### src/rtl/uart_tx_fifo_if.sv
// Valid/ready word handshake between the command packetiser (master) and the
// buffered UART transmitter (slave).
interface uart_tx_fifo_if #(
  parameter int BITS_N = 8
);
  logic [BITS_N-1:0] data_tx;
  logic              valid;
  logic              ready;

  modport master (output data_tx, output valid, input ready);
  modport slave  (input data_tx, input valid, output ready);
endinterface

### src/rtl/uart_tx_fifo.sv
// Buffered UART transmitter: words queue in a FIFO and are serialised
// back-to-back (start, data LSB first, optional parity, stop bits).
module uart_tx_fifo #(
  parameter int CLKS_PER_BIT = 434,
  parameter int BITS_N       = 8,
  parameter int PARITY_TYPE  = 0,
  parameter int STOP_BITS    = 1,
  parameter int FIFO_DEPTH   = 16
) (
  input  logic                          clk,
  input  logic                          rst,
  uart_tx_fifo_if.slave                 tx_if,
  output logic                          uart_out,
  output logic                          busy,
  output logic [$clog2(FIFO_DEPTH):0]   fifo_count
);
  // state    | meaning
  // S_IDLE   | line high, waiting for a queued word
  // S_START  | start bit (low)
  // S_DATA   | data bits, LSB first
  // S_PARITY | parity bit, only when PARITY_TYPE != 0
  // S_STOP   | STOP_BITS stop bits (high); may chain straight into S_START

  localparam int AW = $clog2(FIFO_DEPTH);
  localparam int CW = AW + 1;
  localparam int BW = $clog2(CLKS_PER_BIT);
  localparam int IW = $clog2(BITS_N);

  localparam logic [CW-1:0] FULL      = CW'(FIFO_DEPTH);
  localparam logic [BW-1:0] BAUD_LAST = BW'(CLKS_PER_BIT - 1);
  localparam logic [IW-1:0] BIT_LAST  = IW'(BITS_N - 1);
  localparam logic          STOP_LAST = 1'(STOP_BITS - 1);

  localparam logic [2:0] S_IDLE   = 3'd0;
  localparam logic [2:0] S_START  = 3'd1;
  localparam logic [2:0] S_DATA   = 3'd2;
  localparam logic [2:0] S_PARITY = 3'd3;
  localparam logic [2:0] S_STOP   = 3'd4;

  logic [BITS_N-1:0] mem_q [FIFO_DEPTH];
  logic [AW-1:0]     wr_ptr_q, wr_ptr_d;
  logic [AW-1:0]     rd_ptr_q, rd_ptr_d;
  logic [CW-1:0]     count_q, count_d;
  logic [2:0]        state_q, state_d;
  logic [BW-1:0]     baud_q, baud_d;
  logic [IW-1:0]     bit_q, bit_d;
  logic              stop_q, stop_d;
  logic [BITS_N-1:0] shreg_q, shreg_d;
  logic              par_q, par_d;
  logic              out_q, out_d;
  logic              push, pop, load;
  logic              baud_end, have_word;
  logic [BITS_N-1:0] head;

  assign head        = mem_q[rd_ptr_q];
  assign tx_if.ready = (count_q != FULL);
  assign push        = tx_if.valid && tx_if.ready;
  assign baud_end    = (baud_q == BAUD_LAST);
  assign have_word   = (count_q != '0);
  assign pop         = load;

  assign count_d  = count_q + CW'(push) - CW'(pop);
  assign wr_ptr_d = wr_ptr_q + AW'(push);
  assign rd_ptr_d = rd_ptr_q + AW'(pop);

  always_comb begin
    state_d = state_q;
    baud_d  = baud_q;
    bit_d   = bit_q;
    stop_d  = stop_q;
    shreg_d = shreg_q;
    par_d   = par_q;
    out_d   = out_q;
    load    = 1'b0;

    case (state_q)
      S_IDLE: begin
        out_d = 1'b1;
        if (have_word) load = 1'b1;
      end
      S_START: begin
        if (baud_end) begin
          baud_d  = '0;
          bit_d   = '0;
          state_d = S_DATA;
          out_d   = shreg_q[0];
        end else begin
          baud_d = baud_q + 1'b1;
        end
      end
      S_DATA: begin
        if (baud_end) begin
          baud_d = '0;
          if (bit_q == BIT_LAST) begin
            if (PARITY_TYPE != 0) begin
              state_d = S_PARITY;
              out_d   = par_q;
            end else begin
              state_d = S_STOP;
              stop_d  = 1'b0;
              out_d   = 1'b1;
            end
          end else begin
            bit_d   = bit_q + 1'b1;
            shreg_d = shreg_q >> 1;
            out_d   = shreg_q[1];
          end
        end else begin
          baud_d = baud_q + 1'b1;
        end
      end
      S_PARITY: begin
        if (baud_end) begin
          baud_d  = '0;
          state_d = S_STOP;
          stop_d  = 1'b0;
          out_d   = 1'b1;
        end else begin
          baud_d = baud_q + 1'b1;
        end
      end
      S_STOP: begin
        if (baud_end) begin
          baud_d = '0;
          if (stop_q == STOP_LAST) begin
            // chain the next queued word without an idle gap
            if (have_word) load = 1'b1;
            else           state_d = S_IDLE;
          end else begin
            stop_d = 1'b1;
          end
        end else begin
          baud_d = baud_q + 1'b1;
        end
      end
      default: begin
        state_d = S_IDLE;
        out_d   = 1'b1;
      end
    endcase

    if (load) begin
      shreg_d = head;
      par_d   = (PARITY_TYPE == 1) ? ~^head : ^head;
      state_d = S_START;
      baud_d  = '0;
      out_d   = 1'b0;
    end
  end

  always_ff @(posedge clk) begin
    if (push) mem_q[wr_ptr_q] <= tx_if.data_tx;
  end

  always_ff @(posedge clk) begin
    if (rst) begin
      wr_ptr_q <= '0;
      rd_ptr_q <= '0;
      count_q  <= '0;
      state_q  <= S_IDLE;
      baud_q   <= '0;
      bit_q    <= '0;
      stop_q   <= 1'b0;
      shreg_q  <= '0;
      par_q    <= 1'b0;
      out_q    <= 1'b1;
    end else begin
      wr_ptr_q <= wr_ptr_d;
      rd_ptr_q <= rd_ptr_d;
      count_q  <= count_d;
      state_q  <= state_d;
      baud_q   <= baud_d;
      bit_q    <= bit_d;
      stop_q   <= stop_d;
      shreg_q  <= shreg_d;
      par_q    <= par_d;
      out_q    <= out_d;
    end
  end

  assign uart_out   = out_q;
  assign busy       = (state_q != S_IDLE);
  assign fifo_count = count_q;
endmodule
### src/flat_wrapper.sv
// flat-port wrapper written by rule: the top's interface ports become plain ports
module uart_tx_fifo_flat 
#(
  parameter int CLKS_PER_BIT = 434,
  parameter int BITS_N       = 8,
  parameter int PARITY_TYPE  = 0,
  parameter int STOP_BITS    = 1,
  parameter int FIFO_DEPTH   = 16
)
  (clk, rst, uart_out, busy, fifo_count, tx_if_data_tx, tx_if_valid, tx_if_ready);
  uart_tx_fifo_if #(.BITS_N(BITS_N)) tx_if_i ();
  input  logic clk;
  input  logic rst;
  output logic uart_out;
  output logic busy;
  output logic [$clog2(FIFO_DEPTH):0] fifo_count;
  input wire logic [$bits(tx_if_i.data_tx)-1:0] tx_if_data_tx;
  input wire logic [$bits(tx_if_i.valid)-1:0] tx_if_valid;
  output wire logic [$bits(tx_if_i.ready)-1:0] tx_if_ready;
  assign tx_if_i.data_tx = tx_if_data_tx;
  assign tx_if_i.valid = tx_if_valid;
  assign tx_if_ready = tx_if_i.ready;
  uart_tx_fifo #(.CLKS_PER_BIT(CLKS_PER_BIT), .BITS_N(BITS_N), .PARITY_TYPE(PARITY_TYPE), .STOP_BITS(STOP_BITS), .FIFO_DEPTH(FIFO_DEPTH)) u_core (.clk(clk), .rst(rst), .tx_if(tx_if_i), .uart_out(uart_out), .busy(busy), .fifo_count(fifo_count));
endmodule
### config.mk
export PLATFORM = sky130hd
export DESIGN_NAME = uart_tx_fifo_flat
export DESIGN_NICKNAME = d
export VERILOG_FILES = /design/src/rtl/uart_tx_fifo_if.sv /design/src/rtl/uart_tx_fifo.sv /design/src/flat_wrapper.sv
export SDC_FILE = /design/constraint.sdc
export NUM_CORES = 1
export LEC_CHECK = 0
export CORE_MARGIN = 4
export CORE_UTILIZATION = 35
export CTS_CLUSTER_DIAMETER = 50
export CTS_CLUSTER_SIZE = 24
export DETAILED_ROUTE_END_ITERATION = 10
export GPL_TIMING_DRIVEN = 0
export PLACE_DENSITY = 0.55
export SKIP_CTS_REPAIR_TIMING = 1
export SLEW_MARGIN = 15
export SYNTH_ARGS = -nofsm -noshare
export SYNTH_HDL_FRONTEND = slang
export SYNTH_SLANG_ARGS = --single-unit
### constraint.sdc
create_clock -name clk -period 6.4 [get_ports clk]
set_input_delay 1.28 -clock clk [delete_from_list [all_inputs] [get_ports clk]]
set_output_delay 1.28 -clock clk [all_outputs]
set_load 0.01 [all_outputs]
==> Yosys cells after proc, flatten, opt, wreduce, memory -nomap -nowiden <==
Memory sizes are Yosys's and may differ from the RTL's. A register that Yosys moved wholly into a read port is not among the register bits.
Cells that the tools add are included.
{ "op_classes": {"bitwise_logic": 1, "addsub": 6, "n_mux": 37, "eq_ne": 25, "reduce_logical": 16} }
{ "op_table": {"columns": ["op", "count"], "rows": [
  ["$mux 8", 4],
  ["$mux 3", 10],
  ["$mux 1", 16],
  ["$ne 2x1->1 const B", 8],
  ["$reduce_and 8->1", 2],
  ["$ne 3x1->1 const B", 5],
  ["$pmux 3 s5", 1],
  ["$add 9x1->9 const B", 1],
  ["$eq 9x9->1 const B", 1],
  ["$mux 9", 1],
  ["$add 4x1->4", 2],
  ["$reduce_and 4->1", 2],
  ["$eq 3x2->1 const B", 2],
  ["$eq 3x3->1 const B", 2],
  ["$ne 2x2->1 const B", 3],
  ["$pmux 3 s2", 1],
  ["$reduce_bool 2->1", 3],
  ["$reduce_bool 3->1", 2],
  ["$add 5x1->5", 1],
  ["$ne 5x5->1 const B", 1],
  ["$reduce_and 5->1", 1],
  ["$reduce_bool 5->1", 1],
  ["$sub 5x1->5", 1],
  ["$mux 4", 1],
  ["other kinds (13)", 13]
]} }
{ "word_totals": {"out_inout_bits": 8, "word_cells": 96, "mem_bits_rw": 128, "mem_count": 1, "register_bits": 38, "in_bits": 11} }
{ "memory_table": {"columns": ["name", "depth", "width", "read_ports", "rd_clocked_by_memory_dff", "write_ports", "line_no", "rtl"], "rows": [
  ["u_core.mem_q", 16, 8, 1, 1, 1, "uart_tx_fifo.sv:40", "logic [BITS_N-1:0] mem_q [FIFO_DEPTH];"]
]} }

==> Depth between registers and ports, before layout <==
{ "logic_depth": {"depth_word": 7, "mapped_depth": 15, "ltp_nobuf": 14} }

==> Worst setup path after synthesis <==
Ideal clock, no wire load.
{ "synth_path": {"path_kind": "input port to flip-flop", "startpoint": "input port tx_if_valid", "endpoint": "memory u_core.mem_q[0][0] (enable)", "t_arrival_ns": 2.583, "setup_time_ns": 0.383, "slack_ns": 3.433, "t_required_ns": 6.017, "path_buffers": 1, "path_stages": 4, "cell_sequence": "and2_1 > clkbuf_1 > or3b_1 > nor3_1"} }
{ "synth_via": {"elab_chain_len": 3} }
{ "synth_lines": {"columns": ["item", "line_no", "rtl"], "rows": [
  ["from (decl)", "flat_wrapper.sv:18", "input wire logic [$bits(tx_if_i.valid)-1:0] tx_if_valid;"],
  ["$logic_and 1x1->1", "uart_tx_fifo.sv:57", "assign push = tx_if.valid && tx_if.ready;"],
  ["$mux 1", "uart_tx_fifo.sv:152", "if (push) mem_q[wr_ptr_q] <= tx_if.data_tx;"],
  ["$mux 1 (not written as such)", "uart_tx_fifo.sv:152", null],
  ["to (decl)", "uart_tx_fifo.sv:40", null]
]} }
Every way passes these cells.

==> Final worst setup path <==
{ "layout_path": {"startpoint": "register u_core.count_q[2], in the netlist u_core.fifo_count[2]", "endpoint": "register u_core.count_q[4], in the netlist u_core.fifo_count[4]"} }
{ "layout_via": {"elab_chain_len": 6, "word_cells_on_any_way": 9, "classes_between": "add/sub (2); eq/ne (1); mux (4); reduce/logical (2)"} }
{ "layout_lines": {"columns": ["item", "line_no", "rtl"], "rows": [
  ["from (decl)", "uart_tx_fifo.sv:43", "logic [CW-1:0] count_q, count_d;"],
  ["from (signal assigned)", "uart_tx_fifo.sv:170", "count_q <= count_d;"],
  ["$reduce_bool 5->1 (*)", "uart_tx_fifo.sv:59", "assign have_word = (count_q != '0);"],
  ["$mux 1 (*)", "uart_tx_fifo.sv:79, uart_tx_fifo.sv:127", null],
  ["$mux 1", "uart_tx_fifo.sv:125", "if (stop_q == STOP_LAST) begin"],
  ["$mux 1", "uart_tx_fifo.sv:123", "if (baud_end) begin"],
  ["$pmux 1 s2 (*)", "uart_tx_fifo.sv:76", "case (state_q)"],
  ["net u_core.load", "uart_tx_fifo.sv:51", "logic push, pop, load;"],
  ["$sub 5x1->5 (*)", "uart_tx_fifo.sv:62", "assign count_d = count_q + CW'(push) - CW'(pop);"]
]} }
The timed path passes the listed nets; every way through them passes the cells marked *.
A chain may end at the register's enable or synchronous reset.

==> impl_metrics.py <==
metrics = {
    "status": {
        "outcome": "completed",
    },
    "global_route": {
        "grt_max_degree": 18,
        "grtUsageTotal_pct": 14.3,
        "overflow": 0,
        "grt_pass1_vias": 4029,
        "grt_pass1_wl_mm": 23.3,
        "antenna_found_initial": 0,
    },
    "floorplanning": {
        "start_util_pct": 35.5,
        "rows": 51,
        "die_h_um": 149,
        "die_area_um2": 22100,
        "boundaryPins": 19,
        "coreArea_um2": 19500,
        "die_w_um": 149,
    },
    "detailed_routing": {
        "vias": 3973,
        "first_pass_iters": 4,
        "ant_nets": 0,
        "drtIter0Drc": 300,
        "viasPerCell": 5.26,
        "routedWlPerCell_um": 20.1,
        "drc_errors": 0,
        "totalWireLength_mm": 15.1,
    },
    "finish": {
        "fin_cells": 755,
        "drive_gt1_share_pct": 18.0,
        "regArea_um2": 4580,
        "fin_util_pct": 41.1,
        "final_nets": 502,
        "syn_to_final_growth_pct": 15.8,
        "multi_input_area_um2": 2160,
        "design_area_um2": 8010,
        "diodes": 0,
        "fillCellCount": 1779,
    },
    "critical_path": {
        "cp.required_ps": 6690,
        "cp-end-kind": "flop",
        "worstPathMaxFanout": 10,
        "cp_top_family": "simple AND/OR/NAND/NOR gates",
        "crit_chain": "inv_1 -> ha_1 -> nor4b_1 -> nand2b_1 -> buf_2 -> nor2_1 -> ha_1 -> inv_1 -> ha_1 -> inv_1 -> fa_1 -> nor2b_1 -> o21bai_1 -> a21oi_1 -> nor3b_1",
        "cp_slowest_cell": "nor4b_1",
        "cp.arrival_ps": 3840,
        "path_class": "reg2reg",
        "cp.buffers_inverters": 4,
        "crit_path_max_incr_delay_ps": 760,
        "startpoint_type": "flop",
    },
    "sta": {
        "skew_ps": 15.2,
        "whs_ps": 481,
        "min_period_ps": 3550,
        "layout_setup_ws_ps": 2850,
        "setup_viol": 0,
        "fin_crit_sh_pct": 55.5,
        "hold_violations": 0,
        "slew_headroom_pct": 37.1,
        "slew_violations": 0,
        "worst_pin_slew_ps": 930,
        "max_freq_mhz": 281,
        "setup_tns_ps": 0,
        "rsz0062_at_grt": "no",
    },
    "clock_tree": {
        "cts_made_buffers": 17,
        "cts.reportedPaths.clkPinSlew_ps": 70,
        "clkLatencyLatePin_ps": 430,
        "htreeDepth": 4,
        "cts_buffer_depth": 2,
        "cts_root_buf": "clkbuf_16",
        "cts_sinks": 165,
        "cts_tree": "done",
    },
    "pwr": {
        "p_leak_nw": 2.57,
        "netSwitchingPower_mw": 0.949,
        "power.total_mw": 3.08,
        "p_comb_share_pct": 26.3,
        "ir_drop_uv": 190,
        "p_seq_share_pct": 41.8,
        "p_int_mw": 2.13,
        "switching_share_pct": 30.8,
        "power_density_nw_per_um2": 385,
        "power_frac_clock_pct": 31.9,
    },
    "synthesis": {
        "syn_area_um2": 6920,
        "synth_top_area_share_pct": 55.6,
        "synth_cell_types": 56,
        "synth.most_common_cell": "edfxtp_1",
        "ys_seq_area_share_pct": 66.3,
        "synth_edf_count": 128,
        "ys.flop_type": "edfxtp_1",
        "synth_area_per_cell_um2": 15.7,
        "syn_inst": 441,
        "yosys-top-cells-area": "edfxtp_1, dfxtp_1, mux4_2, ha_1, a22oi_1",
        "syn_nets": 466,
        "synthArstFlopShare_pct": 0,
        "yosys_warnings": 0,
        "synthTopCellsByCount": "edfxtp_1, dfxtp_1, mux4_2, nor2_1, a22oi_1",
        "yosysTopAreaCell": "edfxtp_1",
        "synth_seq_cells": 165,
    },
    "place": {
        "numPortBuffers": 17,
        "gp_congestion": 0.805,
        "place_ws_ps": 2710,
        "place_area_um2": 7440,
        "dp.cells": 723,
        "dp_hpwl_mm": 9.93,
    },
    "worst_hold_path": {
        "hold_class": "reg2reg",
    },
    "flow_run": {
        "maxCapViolCount": 0,
    },
}
[registers in the layout, summed over array words and instances, names as in the netlist]
signal,cells
u_core.mem_q,128
u_core.baud_q,9
u_core.shreg_q,8
u_core.fifo_count,5
u_core.rd_ptr_q,4
u_core.wr_ptr_q,4
u_core.bit_q,3
u_core.state_q,3
u_core.uart_out,1
[power groups by stage]
| stage | sequential (mW) | clock [mW] | combinational, mW |
|---|---|---|---|
| finish | 1.29 | 0.984 | 0.809 |
| global placement | 1.31 | 0 | 0.795 |
| global route | 1.30 | 1.05 | 0.892 |
| floorplan | 1.30 | 0 | 0.567 |
| detailed placement | 1.31 | 0 | 0.811 |
| CTS | 1.29 | 1.00 | 0.821 |
[final cells by class]
| class | count | share of cell area [%] |
|---|---|---|
| Tap cell | 265 | 4.14 |
| Inverter | 13 | 0.609 |
| Timing Repair Buffer | 17 | 2.13 |
| Buffer | 26 | 1.73 |
| Clock inverter | 14 | 1.73 |
| Clock buffer | 18 | 5.36 |
| Multi-Input combinational cell | 237 | 27.0 |
| Sequential cell | 165 | 57.3 |
[cell usage in the layout (no fill, tap or decap), types with 5 or more instances in the layout]
cell             instances
o21ai_0                  5
clkdlybuf4s50_1         17
dfxtp_1                 37
edfxtp_1               128
nand2_1                 14
mux4_2                  32
a22oi_1                 18
nor2b_1                 10
a31oi_1                  7
clkbuf_1                11
nand4_1                  6
inv_1                   13
inv_8                    6
a211oi_1                 6
nand3_1                  8
ha_1                    13
buf_2                    8
nor3_1                   5
nor2_1                  25
a211o_1                  8
or3_1                    5
a21oi_1                  8
clkbuf_16               17
o211ai_1                 8
[cells by family (layout without fill, tap and decap cells)]
logic type / count (synthesis) / in the layout / share of synthesized area (%)
buf+inv: 39 / 88 / 2.71
mux: 35 / 35 / 10.9
flops: 165 / 165 / 66.3
xor+xnor: 7 / 7 / 0.886
simple gates: 104 / 104 / 8.57
fa+ha+maj: 14 / 14 / 2.64
compound gates: 77 / 77 / 8.03
[routing by layer]
layer  global-route usage, %  vias to the layer above  share of wire (%)
met5                       0                        -                  0
met4                    3.79                        0               0.92
met3                    3.41                       12                4.6
met2                    23.3                       95                 49
met1                    19.2                     2038                 45
li1                        -                     1828                  -
[worst register-to-register path, delay by kind of cell (launching register included)]
| kind | cells | cell delay [ps] |
|---|---|---|
| AOI/OAI and AO/OA | 2 | 280 |
| adders and majority gates | 4 | 1000 |
| buffers and inverters | 4 | 450 |
| DFF | 1 | 330 |
| and+or+nand+nor | 5 | 1360 |
[path summary, 6_finish.rpt]
| kind | from | endpoint | slack (ps) | depth (start not counted) |
|---|---|---|---|---|
| worst min register to register | u_core.shreg_q[5]$_SDFFE_PP0P_ | u_core.shreg_q[4]$_SDFFE_PP0P_ | 480 | 2 |
| worst max register to register | u_core.fifo_count[2]$_SDFF_PP0_ | u_core.fifo_count[4]$_SDFF_PP0_ | 2850 | 15 |
| worst min-delay path | u_core.shreg_q[5]$_SDFFE_PP0P_ | u_core.shreg_q[4]$_SDFFE_PP0P_ | 480 | 2 |
| worst max-delay path | u_core.fifo_count[2]$_SDFF_PP0_ | u_core.fifo_count[4]$_SDFF_PP0_ | 2850 | 15 |
Note: power is estimated with default switching activity, not from simulation.
